**config.mk**
```make
export PLATFORM = sky130hd
export DESIGN_NAME = serial_add_ctrl
export DESIGN_NICKNAME = d
export VERILOG_FILES = /design/src/rtl/serial_add_pkg.sv /design/src/rtl/fa_slice.sv /design/src/rtl/serial_add_ctrl.sv
export SDC_FILE = /design/constraint.sdc
export NUM_CORES = 1
export LEC_CHECK = 0
export ABC_AREA = 1
export CORE_MARGIN = 2
export CORE_UTILIZATION = 45
export DETAILED_ROUTE_END_ITERATION = 10
export PLACE_DENSITY_LB_ADDON = 0.25
export SYNTH_ARGS = -nofsm -noshare
export SYNTH_HDL_FRONTEND = slang
export SYNTH_SLANG_ARGS = --single-unit
```
**constraint.sdc**
```tcl
create_clock -name clk -period 1.35 [get_ports clk]
set_clock_uncertainty 0.05 [all_clocks]
set_input_delay 0.27 -clock clk [delete_from_list [all_inputs] [get_ports clk]]
set_output_delay 0.27 -clock clk [all_outputs]
set_load 0.01 [all_outputs]
```
**src/rtl/serial_add_pkg.sv**
```systemverilog
// Shared definitions for the bit-serial adder controller: FSM state codes and default width.
package serial_add_pkg;

    localparam int unsigned DEFAULT_WIDTH = 8;

    localparam logic [1:0] ST_IDLE = 2'd0;
    localparam logic [1:0] ST_RUN  = 2'd1;
    localparam logic [1:0] ST_DONE = 2'd2;

endpackage

```
**src/rtl/fa_slice.sv**
```systemverilog
// Combinational 1-bit full adder; the single arithmetic slice reused every cycle by serial_add_ctrl.
module fa_slice (
    input  logic a,
    input  logic b,
    input  logic c,
    output logic sum,
    output logic c_out
);

    assign sum   = a ^ b ^ c;
    assign c_out = (a & b) | (a & c) | (b & c);

endmodule

```
**src/rtl/serial_add_ctrl.sv**
```systemverilog
// Bit-serial adder controller: one full-adder slice walked LSB-first over WIDTH-bit operands.
// Define SERIAL_ADD_SUB_EN to add the sub port (a - b with c_out = no-borrow).
module serial_add_ctrl
    import serial_add_pkg::*;
#(
    parameter int unsigned WIDTH = DEFAULT_WIDTH
) (
    input  logic             clk,
    input  logic             rst,
    input  logic             in_valid,
    output logic             in_ready,
    input  logic [WIDTH-1:0] a,
    input  logic [WIDTH-1:0] b,
    input  logic             c_in,
`ifdef SERIAL_ADD_SUB_EN
    input  logic             sub,
`endif
    output logic             out_valid,
    input  logic             out_ready,
    output logic [WIDTH-1:0] sum,
    output logic             c_out,
    output logic             busy
);

    localparam int unsigned CNT_W = $clog2(WIDTH + 1);

    logic [1:0]       state;
    logic [WIDTH-1:0] a_sr;
    logic [WIDTH-1:0] b_sr;
    logic [WIDTH-1:0] b_load;
    logic [WIDTH-1:0] sum_next;
    logic [CNT_W-1:0] cnt;
    logic             carry;
    logic             carry_load;
    logic             s_bit;
    logic             co_bit;
    logic             load;
    logic             last_bit;

    fa_slice u_fa (
        .a     (a_sr[0]),
        .b     (b_sr[0]),
        .c     (carry),
        .sum   (s_bit),
        .c_out (co_bit)
    );

    assign in_ready  = (state == ST_IDLE);
    assign out_valid = (state == ST_DONE);
    assign busy      = (state == ST_RUN) || (state == ST_DONE);
    assign load      = in_valid && in_ready;
    assign last_bit  = (cnt == CNT_W'(WIDTH - 1));

    // Subtraction is a + ~b + 1, so the no-borrow flag falls out as the carry.
    always_comb begin
`ifdef SERIAL_ADD_SUB_EN
        b_load     = sub ? ~b : b;
        carry_load = sub ? 1'b1 : c_in;
`else
        b_load     = b;
        carry_load = c_in;
`endif
    end

    always_comb begin
        sum_next            = sum >> 1;
        sum_next[WIDTH-1]   = s_bit;
    end

    always_ff @(posedge clk or posedge rst) begin
        if (rst) begin
            state <= ST_IDLE;
            a_sr  <= '0;
            b_sr  <= '0;
            sum   <= '0;
            cnt   <= '0;
            carry <= 1'b0;
            c_out <= 1'b0;
        end else begin
            case (state)
                ST_IDLE: begin
                    if (load) begin
                        a_sr  <= a;
                        b_sr  <= b_load;
                        carry <= carry_load;
                        cnt   <= '0;
                        state <= ST_RUN;
                    end
                end
                ST_RUN: begin
                    a_sr  <= a_sr >> 1;
                    b_sr  <= b_sr >> 1;
                    sum   <= sum_next;
                    carry <= co_bit;
                    cnt   <= cnt + CNT_W'(1);
                    if (last_bit) begin
                        c_out <= co_bit;
                        state <= ST_DONE;
                    end
                end
                ST_DONE: begin
                    if (out_ready) begin
                        state <= ST_IDLE;
                    end
                end
                default: state <= ST_IDLE;
            endcase
        end
    end

endmodule

```
-- Word level (Yosys, flattened, before mapping)
Index checks and enable logic that the tools add are counted.
- register bits: 32
- input bits: 21
- output and inout port bits: 12
- logic and storage cells: 40
- add/sub/neg operators: 1
- equality and inequality tests: 6
- muxes and demuxes: 12
- bitwise operators: 7
- reduce and logical (&&, ||, !) cells: 7
- operators by type and width (cell ; count):
    $pmux 8 s2 ; 2
    $mux 8 ; 2
    $pmux 4 s2 ; 1
    $mux 2 ; 3
    $pmux 2 s3 ; 1
    $add 4x1->4 const B ; 1
    $eq 4x3->1 const B ; 1
    $mux 4 ; 1
    $ne 2x1->1 const B ; 2
    $reduce_and 2->1 ; 2
    $and 1x1->1 ; 3
    $reduce_and 3->1 ; 1
    $eq 2x1->1 const B ; 1
    $eq 2x2->1 const B ; 1
    $logic_not 2->1 ; 1
    $ne 2x2->1 const B ; 1
    $or 1x1->1 ; 2
    $pmux 1 s2 ; 1
    $reduce_bool 2->1 ; 1
    $xor 1x1->1 ; 2
    $logic_and 1x1->1 ; 1
    $logic_or 1x1->1 ; 1
    $mux 1 ; 1

-- Logic depth before layout (Yosys ltp)
Gate-level depths: netlist of the first run.
- word-level depth: 4
- mapped depth: 9
- mapped depth without buffers: 8

-- Cells and area by module
A second synthesis of the first run with hierarchy kept.
- cell total of the unflattened synthesis: 190
- area, all modules: 1547.7 um2
- by module, submodules not included (module ; instances ; cells each ; area an instance (um2) ; seq. area each (um2)):
    serial_add_ctrl ; 1 ; 189 ; 1527.7 ; 800.8
    fa_slice ; 1 ; 1 ; 20.0 ; 0.0

-- Worst setup path before layout of the first run
No wires, ideal clock.
- path type: reg2reg
- start: reg state[0]
- end: reg b_sr[1]
- library setup time: 0.119 ns
- arrival: 1.271 ns
- data required time: 1.181 ns
- path slack: -0.090 ns
- cell stages (with the launch flop): 10
- path buffers: 2
- period minus slack after synthesis: 1.440 ns
- path through: dfrtp_1 > inv_1 > ha_1 > inv_1 > nand2_1 > nand2_2 > buf_6 > buf_12 > nand2_1 > o21ai_2
- longest elaborated chain between the ends: 4
- elaborated cells on any way between the ends: 7
- classes of those cells: 2 x eq/ne; 1 x mux; 4 x reduce/logical
- RTL lines (what ; line ; RTL):
    from (decl) ; serial_add_ctrl.sv:27 ; logic [1:0] state;
    from (signal assigned) ; serial_add_ctrl.sv:72 ; state <= ST_IDLE;
    from (signal assigned) ; serial_add_ctrl.sv:87 ; state <= ST_RUN;
    from (signal assigned) ; serial_add_ctrl.sv:98 ; state <= ST_DONE;
    $logic_not 2->1 * ; serial_add_ctrl.sv:48 ; assign in_ready = (state == ST_IDLE);
    via in_ready ; serial_add_ctrl.sv:11 ; output logic in_ready,
    $logic_and 1x1->1 ; serial_add_ctrl.sv:51 ; assign load = in_valid && in_ready;
    $ne 2x1->1 (no line) ; -- ;
    $reduce_and 2->1 (no line) ; -- ;
    to (signal assigned) ; serial_add_ctrl.sv:84 ; b_sr <= b_load;
    to (signal assigned) ; serial_add_ctrl.sv:92 ; b_sr <= b_sr >> 1;
    to (decl) ; serial_add_ctrl.sv:29 ; logic [WIDTH-1:0] b_sr;
The timed path passes the listed nets; every way through them passes the cells marked *.
A chain may end at the register's enable or synchronous reset.

-- Worst setup path in the final report of the first run
- start: reg state[1]
- end: reg b_sr[0]
- longest elaborated chain between the ends: 4
- elaborated cells on any way between the ends: 7
- classes of those cells: 2 x eq/ne; 1 x mux; 4 x reduce/logical
- RTL lines (what ; line):
    $logic_not 2->1 ; serial_add_ctrl.sv:48, serial_add_ctrl.sv:80
    $logic_and 1x1->1 ; serial_add_ctrl.sv:51
    $ne 2x1->1 (no line) ; --
    $reduce_and 2->1 (no line) ; --
Several ways; a longest one is shown, not always the timed one.

==> results of run 1 <==
## cells in the final DEF (no fill, tap or decap), types with 2 or more instances in the layout
cell type / instances
nand2_1: 49
dfrtp_1: 32
inv_1: 25
clkdlybuf4s50_1: 20
o21ai_1: 17
o21ai_2: 15
buf_4: 15
nand2_2: 7
buf_6: 7
clkdlybuf4s15_1: 7
clkbuf_4: 5
buf_12: 5
o21ai_0: 4
nor2_1: 4
a21oi_2: 4
o211ai_2: 3
inv_2: 3
nand3_1: 3
nand3_2: 3
ha_4: 3
buf_16: 3
nand2_4: 2
ha_1: 2
clkbuf_16: 2
dlygate4sd2_1: 2
## flip-flops by register name, summed over array words and instances (netlist names)
register and cells:
cnt 4, a_sr 8, sum 8, state 2, c_out 1, b_sr 8, carry 1
## Yosys cell counts, drive strengths merged
master	instances	area (um2)
inv	29	109
nand2	58	220
nor2	4	15.0
nand3	6	30.0
o211ai	3	37.5
fa	1	20.0
dfrtp	32	801
ha	5	62.6
o21ai	37	211
buf	7	65.1
clkbuf	2	8.75
a21oi	5	25.0
## layout make-up
| cell class | count | area (um2) | area share, % |
|---|---|---|---|
| flip-flops and latches | 32 | 801 | 31.3 |
| multi-input cells | 120 | 781 | 30.5 |
| repair buffers | 62 | 727 | 28.4 |
| inverters | 29 | 114 | 4.45 |
| well taps | 46 | 57.6 | 2.25 |
| clock buffers | 6 | 41.3 | 1.62 |
| clock inverters | 2 | 35.0 | 1.37 |
## critical path, cell delays in order, from the launching register on
cell	delay (ns)
dfrtp_1	0.43
inv_2	0.11
buf_4	0.12
ha_4	0.17
nand2_4	0.08
buf_4	0.14
nand2_4	0.08
inv_2	0.06
nand2_1	0.08
nand2_1	0.07
## per-layer routing
metal	up-vias	share of wire, %	GRT usage [%]	routed length (um)
met5	-	0	0	0
met3	8	3.8	5.54	144
met2	36	53	31.1	1980
met4	0	2.0	8.42	74
met1	669	42	23.2	1570
li1	720	-	-	-
## kinds of logic after synthesis
| kind of cell | Yosys count | share of synthesized area (%) |
|---|---|---|
| AND/OR/NAND/NOR | 68 | 16.5 |
| AO/OA/AOI/OAI | 45 | 17.1 |
| buffers and inverters | 38 | 11.4 |
| flip-flops | 32 | 49.9 |
| adder cells (fa/ha/maj) | 6 | 5.14 |
## worst paths after layout
path | to | slack [ns] | depth (start not counted)
min | sum[0]$_DFFE_PP0N_ | 0.23 | 3
max | b_sr[0]$_DFFE_PP0P_ | -0.15 | 9
min reg2reg | a_sr[0]$_DFFE_PP0P_ | 0.46 | 2
min in group clk | a_sr[0]$_DFFE_PP0P_ | 0.46 | 2
max reg2reg | b_sr[0]$_DFFE_PP0P_ | -0.15 | 9
max in group asynchronous | b_sr[5]$_DFFE_PP0P_ | 0.82 | 3
## through the flow
stage / hold WS [ns] / util [%] / std cells / total power, W / setup TNS (ns)
after detailed placement: 0.422 / 60.6 / 269 / 0.00420 / -2.82
after floorplan: 0.336 / - / 189 / 0.00336 / 0
final: 0.228 / 75.4 / 297 / 0.00632 / -2.64
after CTS: 0.227 / 70.6 / 288 / 0.00579 / -1.91
after global placement: 0.421 / 60.6 / 269 / 0.00414 / -1.78
after global routing: 0.226 / 75.4 / 297 / 0.00680 / -4.92
## what timing repair did
| item | in CTS | in global routing |
|---|---|---|
| pin swaps | 6 | 8 |
| endpoints found under the setup margin | 38 | 44 |
| gates cloned | 4 | 2 |
| setup buffers | 7 | 7 |
| resized for setup | 69 | 27 |
## power by group
part	switching, W	internal, W	total, W
Sequential	0.000206	0.00139	0.00160
Combinational	0.00195	0.00207	0.00402
Clock	0.000315	0.000389	0.000704
Total	0.00247	0.00385	0.00632
==> run summary, run 1 <==
H-tree depth: 2
CP Capture Type: flip-flop
dpl hpwl: 2.02 mm
# clock sinks: 32
CTS clk-pin slew, worst paths: 0.11 ns
max-cap violations: 0
Pre-Repair DR Iteration Count: 4
min-delay worst type: input port to asynchronous set/reset pin
Place WS: -0.209 ns
number of fillers in the final layout: 212
fin. max-slew vios: 0
Final min period: 1.50 ns
initial antenna violation count: 0
drt total wl: 3.77 mm
Buffers on Ports: 32
syn nets: 216
Slew headroom: 85.5%
Iter 0 DRT Violations: 81
Area Overhead vs Synth: 59.2%
wire per inst: 12.7 um
fmax: 0.668 GHz
TritonCTS clock tree: done
Num CTS Buffers: 5
final worst setup slack: -0.148 ns
initial core utilization: 47.4%
RSZ-0062 raised after global routing: yes
Lkg Pwr: 1.22 nW
hold_buf cts: 0
period utilization: 111%
CTS root buf: clkbuf_4
die height: 63.7 um
CP Class: flip-flop to flip-flop
maximum VDD drop: 1.72 mV
design area: 2560 um2
RR Startpoint: state[1]$_DFFE_PP0P_
IO Count: 33
DRC viols: 0
share of cells above drive strength 1: 33.1%
routability cong.: 0.722
vias in the first global route: 1372
crit path DAT: 1.65 ns
Die W: 63.7 um
synthesized area: 1610 um2
Final setup violation count: 33
n_diodes: 0
crit-path max FO: 4
final hold vios: 0
Row Count: 21
vias after detailed routing: 1433
Net count, final: 277
CP Launch Type: flip-flop
largest net degree at the start of global routing: 33
core area: 3390 um2
clk buf depth: 2
sequential area share after synthesis: 49.9%
Distinct cells, synth: 20
worst setup path startpoint: state[1]$_DFFE_PP0P_
Yosys reg bits: 32
Antenna Nets Post-Route: 0
first-pass GRT wire length: 5.98 mm
power density over the cells: 2470 nW/um2
status: finished, violations left
violated checks: setup timing
Remaining Overflow, GRT: 0
Synth Area per Inst: 8.49 um2
Total GRT Usage: 19.0%
worst skew pair latency: 0.32 ns
critical path data required time: 1.50 ns
Cells after Synth: 189
dpl cell area: 2050 um2
yosys warns: 0
vias per inst: 4.82
Die Area: 4060 um2
worst-margin pin slew: 0.218 ns
Power figures use the tool's default switching activity.
==> run 2, diff against run 1 <==
--- a/config.mk
+++ b/config.mk
@@ -7,7 +7,7 @@
 export LEC_CHECK = 0
 export ABC_AREA = 1
 export CORE_MARGIN = 2
-export CORE_UTILIZATION = 45
+export CORE_UTILIZATION = 54
 export DETAILED_ROUTE_END_ITERATION = 10
 export PLACE_DENSITY_LB_ADDON = 0.25
 export SYNTH_ARGS = -nofsm -noshare
==> constraint.sdc (replaced) <==
create_clock -name clk -period 1.8 [get_ports clk]
set_clock_uncertainty 0.05 [all_clocks]
set_input_delay 0.36 -clock clk [delete_from_list [all_inputs] [get_ports clk]]
set_output_delay 0.36 -clock clk [all_outputs]
set_load 0.01 [all_outputs]
==> run 2 against run 1 <==
The run now ends clean. Register-to-register slack gained 0.34 ns. Total power is 43% lower. Non-clock buffer count down 24. Sequential share of layout area increased by 7.6 points. Global-route usage grew 2.1 points. Via count decreased by 7.8%. Largest power group unchanged.
==> run summary, run 2 (same netlist as run 1, synthesis figures left out) <==
dpl hpwl: 2.13 mm (+5.2%)
largest net degree at the start of global routing: 36 (+9.1%)
Buffers on Ports: 32 (unchanged)
Num CTS Buffers: 5 (unchanged)
clk buf depth: 2 (unchanged)
most common cell after layout, fill and taps aside: nand2_1
worst stage delay on the critical path: 0.39 ns (-0.04 ns)
final hold vios: 0 (unchanged)
vias in the first global route: 1270 (-7.4%)
status: complete, no violations
Design Power: 0.00360 W (-43%)
Antenna Nets Post-Route: 0 (unchanged)
CTS root buf: clkbuf_4
Final min period: 1.72 ns
CP max-delay cell: dfrtp_1
most frequent cells in the layout: nand2_1, dfrtp_1, clkdlybuf4s50_1
Slew headroom: 73.5% (-12 points)
vias per inst: 5.14 (+6.5%)
CP Capture Type: primary output
Remaining Overflow, GRT: 0 (unchanged)
FF/Latch Area: 801 um2 (unchanged)
Total GRT Usage: 21.1% (+2.1 points)
# clock sinks: 32 (unchanged)
initial core utilization: 57.7% (+10 points)
Iter 0 DRT Violations: 34 (-58%)
die height: 58.5 um (-8.2%)
area of the multi-input gates: 624 um2 (-20%)
Area Overhead vs Synth: 28.3%
worst-margin pin slew: 0.397 ns (+0.179 ns)
min-delay worst type: input port to asynchronous set/reset pin
Row Count: 19 (-9.5%)
drt total wl: 3.01 mm (-20%)
Final setup violation count: 0 (-100%)
DRC viols: 0 (unchanged)
maximum VDD drop: 1.70 mV (-1.0%)
placed insts: 247 (-8.2%)
CP Launch Type: flip-flop
critical path data required time: 1.39 ns (-0.11 ns)
CTS clk-pin slew, worst paths: 0.10 ns (about the same)
core area: 2780 um2 (-18%)
power density over the cells: 1750 nW/um2 (-29%)
period utilization: 95.7%
Pre-Repair DR Iteration Count: 4 (unchanged)
max-cap violations: 0 (unchanged)
worst skew pair latency: 0.34 ns (+0.02 ns)
Net count, final: 252 (-9.0%)
TNS Setup: 0 ns (+2.64 ns)
initial antenna violation count: 0 (unchanged)
CP Class: flip-flop to primary output
cells on worst reg2reg path: 7 (-2)
CP Buf/Inv Count: 2 (-2)
vias after detailed routing: 1321 (-7.8%)
n_diodes: 0 (unchanged)
fmax: 0.581 GHz
fin cells: 257 (-13%)
worst reg-to-reg setup slack: 0.19 ns (+0.34 ns)
routability cong.: 0.791 (+9.6%)
crit-path cells: inv_1 > ha_2 > dlygate4sd2_1
TritonCTS clock tree: done
RSZ-0062 raised after global routing: no
number of fillers in the final layout: 216 (+1.9%)
Largest regs: a_sr: 8 flops, b_sr: 8 flops, sum: 8 flops
IO Count: 33 (unchanged)
first-pass GRT wire length: 5.31 mm (-11%)
family with the most delay on the worst path: flip-flops
fin. max-slew vios: 0 (unchanged)
Crit. path cell count: 3 (-6)
wire per inst: 11.7 um (-7.8%)
crit-path max FO: 5 (+1)
Lkg Pwr: 1.00 nW (-18%)
share of cells above drive strength 1: 12.4% (-21 points)
crit path DAT: 1.31 ns (-0.34 ns)
Die W: 58.5 um (-8.2%)
H-tree depth: 2 (unchanged)
Die Area: 3430 um2 (-16%)
-- run 2: cell count changes in the layout (fill, tap and decap cells not counted), sizes merged --
cell / change
buf: -25
clkbuf: -1
clkdlybuf4s15: -5
clkdlybuf4s50: +9
clkinv: -1
dlygate4sd2: -1
nand2: -1
-- run 2: layout make-up --
| class | instances | share of cell area (%) |
|---|---|---|
| Inverter | 29 | 5.41 |
| Multi-Input combinational cell | 119 | 30.3 |
| Tap cell | 31 | 1.88 |
| Sequential cell | 32 | 38.9 |
| Clock inverter | 1 | 1.46 |
| Clock buffer | 7 | 3.16 |
| Timing Repair Buffer | 38 | 18.9 |
-- run 2: worst reg2reg max path, cell delays in order (launching register included) --
cell and delay [ns]:
dfrtp_1 0.39, buf_4 0.15, ha_1 0.28, nand2_1 0.12, nand2_2 0.15, buf_12 0.20, a21oi_1 0.12, nor2_1 0.06
-- run 2: path summary, 6_finish.rpt --
check | from | endpoint
max in group asynchronous | rst | state[0]$_DFFE_PP0P_
max | state[0]$_DFFE_PP0P_ | in_ready
min reg2reg | sum[0]$_DFFE_PP0N_ | sum[0]$_DFFE_PP0N_
min | rst | sum[5]$_DFFE_PP0N_
min in group clk | sum[0]$_DFFE_PP0N_ | sum[0]$_DFFE_PP0N_
max reg2reg | state[0]$_DFFE_PP0P_ | cnt[3]$_DFFE_PP0P_
-- run 2: report_power, final --
group	switching (W)	internal [W]	total, W
combinational	0.00102	0.000774	0.00179
clock	0.000247	0.000369	0.000615
sequential	0.000147	0.00104	0.00119
total	0.00141	0.00219	0.00360
-- run 2: through the flow --
stage / setup slack (ns) / util (%) / hold WS, ns / area [um2]
3_3_place_gp: 0.145 / 70.0 / 0.418 / 1950
4_1_cts: 0.00382 / 73.9 / 0.343 / 2050
3_5_place_dp: 0.0812 / 70.0 / 0.441 / 1950
6_report: 0.0774 / 74.0 / 0.338 / 2060
2_1_floorplan: 0.360 / - / 0.417 / 1610
5_1_grt: 0.0178 / 74.0 / 0.373 / 2060
-- run 2: repair_timing --
item,4_1_cts,5_1_grt
buffers inserted,2,0
hold buffers,0,0
resized for setup,4,5
endpoints found under the setup margin,3,6
cloned,0,0
-- run 2: layer usage --
layer  GRT usage, %  up-vias  wire, um
met5              0        -         0
met1           23.0      614      1250
met4           10.3        0        57
met3           6.81        6       166
li1               -      669         -
met2           36.9       32      1540
==> variant 1, RTL diff (config.mk and constraints of run 1) <==
`DEFAULT_WIDTH`: 8 -> 16.
--- a/src/rtl/serial_add_pkg.sv
+++ b/src/rtl/serial_add_pkg.sv
@@ -2,5 +2,5 @@
 package serial_add_pkg;
 
-    localparam int unsigned DEFAULT_WIDTH = 8;
+    localparam int unsigned DEFAULT_WIDTH = 16;
 
     localparam logic [1:0] ST_IDLE = 2'd0;
Interface: changed (resized a, b and sum); port bits go from 33 to 57. The function was not compared with the original's and may differ.
==> variant 1 against run 1 <==
- the flow still finishes with violations (setup timing)
- total power up 99%
- cell area up 88%
- sequential cell count up 25
- core utilization up 6.7 points
- synthesized cell count up 74%
- worst setup slack worse by 0.10 ns
- synthesized area up 68%
- register-to-register slack worse by 0.09 ns
- wire length up 140%
- hold slack worse by 0.041 ns
- cell count up 74%
- critical path type is now reg -> out
- highest routed layer unchanged
==> variant 1: results (changes against run 1) <==
global_route:
  met3_usage_pct: 4.67  # was 5.54%
  grt_pass1_vias: 2585  # was 1372
  use_met2_pct: 46.0  # was 31.1%
critical_path:
  r2r-end: "b_sr[7]"  # was b_sr[0]
  crit_path_max_incr_delay_ns: 0.39  # was 0.43 ns
  regToRegSetupSlack_ns: -0.24  # was -0.15 ns
drt:
  met1_length_um: 3550  # was 1570 um
  wl_per_cell_um: 17.6  # was 12.7 um
  met2_length_um: 4840  # was 1980 um
placement:
  port_buffers: 56  # was 32
  place.gp.congestion: 0.733  # was 0.722
  dp.cells: 459  # was 269
  dp_hpwl_um: 3870  # was 2020 um
power:
  p_leak_nw: 2.28  # was 1.22 nW
  vdd_drop_max_uv: 1560  # was 1720 uV
synthesis:
  synthTopCellsByArea: "dfrtp_1, nand2_1, o21ai_0, inv_1, o21ai_1"  # was dfrtp_1, nand2_1, o21ai_0, inv_1, ha_1
  synth-compound-area-share_pct: 15.0  # was 17.1%
  ys_seq_area_share_pct: 52.9  # was 49.9%
  yosys-top-cells-count: "nand2_1, dfrtp_1, inv_1"  # unchanged
  synthAdderAreaFrac_pct: 3.07  # was 5.14%
timing:
  finalSetupViolCount: 56  # was 33
  worst_slack_ns: -0.247  # was -0.148 ns
clock_network:
  htreeDepth: 3  # was 2
  cts_buffers: 9  # was 5
run_status:
  violations: "setup timing"  # unchanged
  status: "finished, violations left"  # unchanged
cells_and_area:
  fill_cells: 308  # was 212
variant 1: cell types whose count changed after synthesis, sizes merged, moves of 2 or more:
| cell | run 1 | this run |
|---|---|---|
| inv | 29 | 48 |
| dfrtp | 32 | 57 |
| buf | 7 | 14 |
| clkbuf | 2 | 4 |
| nand2 | 58 | 111 |
| o21ai | 37 | 72 |
| a21oi | 5 | 3 |
variant 1: timing repair:
action / in CTS / in global routing
endpoints found under the hold margin: 0 / 0
resized for setup: 148 / 73
buffers inserted: 14 / 12
pin swaps: 13 / 19
gates cloned: 13 / 5
endpoints found under the setup margin: 60 / 68
variant 1: cell type report:
cell class / count / area [um2] / area share, %
repair buffers: 115 / 1490 / 31.0
clock inverters: 2 / 35.0 / 0.729
flip-flops and latches: 57 / 1430 / 29.7
repair inverters: 1 / 11.3 / 0.234
inverters: 48 / 220 / 4.58
well taps: 75 / 93.8 / 1.95
clock buffers: 14 / 173 / 3.59
multi-input cells: 206 / 1360 / 28.2
==> variant 2, RTL diff (config.mk and constraints of run 1) <==
Without the edit above. Make the reset (`rst`) synchronous in one clocked block.
--- a/src/rtl/serial_add_ctrl.sv
+++ b/src/rtl/serial_add_ctrl.sv
@@ -68,5 +68,5 @@
     end
 
-    always_ff @(posedge clk or posedge rst) begin
+    always_ff @(posedge clk) begin
         if (rst) begin
             state <= ST_IDLE;
Function: differs if rst is asserted again (counterexample within 4 cycles, from zero or initial values and one cycle with rst high); with rst held inactive, the same outputs for 10 cycles.
==> variant 2 against run 1 <==
- the flow still finishes with violations (setup timing)
- cell area decreased by 12%
- sequential cell count unchanged
- sequential share of layout area shrank 2.5 points
- count of clock-buffer cells in the layout fell by 1
- worst setup slack improved by 0.048 ns
- critical path type unchanged
- die area decreased by 6.2%
- wire length is 4.3% lower
- clock power up 4.7%
- total power down 24%
- synthesized area shrank 6.6%
- cell count is 6.4% higher
==> variant 2: results (changes against run 1) <==
timing:
  hold_slack_ns: 0.434  # was 0.228 ns
  tightest_slew_ns: 0.198  # was 0.218 ns
  worst_slack_ns: -0.0993  # was -0.148 ns
  finalSetupViolCount: 24  # was 33
synthesis:
  synth.net_count: 248  # was 216
  synth_cell_types: 18  # was 20
  async_flop_share_pct: 0  # was 100%
  synthTopCellsByArea: "dfxtp_1, nand2_1, nor2_1, o21ai_0, ha_1"  # was dfrtp_1, nand2_1, o21ai_0, inv_1, ha_1
  yosys-top-cells-count: "nand2_1, nor2_1, dfxtp_1"  # was nand2_1, dfrtp_1, inv_1
  synth-compound-area-share_pct: 11.4  # was 17.1%
cells_and_area:
  multi_input_area_um2: 888  # was 781 um2
  nets: 298  # was 277
  seqCellArea_um2: 651  # was 801 um2
  nNonClkInverters: 15  # was 29
  fill_cells: 267  # was 212
  buf_share_pct: 22.6  # was 28.4%
  n_all_buffers: 52  # was 62
critical_path:
  r2r_cells: 10  # was 9
  r2r-end: "cnt[2]"  # was b_sr[0]
  worst-path-max-fanout: 6  # was 4
drt:
  wirelength_um: 3610  # was 3770 um
  wl_met3_um: 202  # was 144 um
  met1_length_um: 1600  # was 1570 um
  met2_length_um: 1750  # was 1980 um
  drt_iter0_markers: 73  # was 81
global_route:
  grt_max_degree: 16  # was 33
  use_met2_pct: 33.5  # was 31.1%
  grt_pass1_vias: 1360  # was 1372
  use_met1_pct: 26.0  # was 23.2%
  grt_pass1_wl_um: 5810  # was 5980 um
power:
  p_leak_nw: 1.04  # was 1.22 nW
  internal-power_mw: 2.86  # was 3.85 mW
  p_total_mw: 4.82  # was 6.32 mW
  p_per_area_nw_per_um2: 2130  # was 2470 nW/um2
run_status:
  status: "finished, violations left"  # unchanged
  violations: "setup timing"  # unchanged
placement:
  place.gp.congestion: 0.781  # was 0.722
  dp_hpwl_um: 2210  # was 2020 um
clock_network:
  cts_resized: 58  # was 69
  cts_setup_buffers: 4  # was 7
min_path:
  min_path_type: "reg -> reg"  # was in -> async
## variant 2: cell types whose count changed after synthesis, sizes merged, moves of 3 or more
cell and change:
dfrtp -32, dfxtp +32, nand2 +6, inv -15, o21ai -12, o211ai -3
nor2 +50
## variant 2: logic make-up after synthesis
logic type | Yosys count
and+or+nand+nor | 127
buffers and inverters | 24
DFF | 32
AOI/OAI and AO/OA | 32
adders and majority gates | 6
## variant 2: per-stage QoR
stage	cells	TNS [ns]	setup slack, ns
final	316	-0.985	-0.0993
after detailed placement	302	-2.77	-0.183
after global placement	302	-2.34	-0.117
after CTS	315	-2.01	-0.164
after global routing	316	-2.66	-0.164
after floorplan	221	0	0.00289
## variant 2: critical path, stage by stage, from the launching register on
cell and delay [ns]:
dfxtp_2 0.34, inv_2 0.07, buf_6 0.10, ha_4 0.16
inv_6 0.04, o21ai_4 0.13, buf_12 0.15, buf_6 0.11
nand2_2 0.05, nor2_2 0.10, nor2_1 0.04
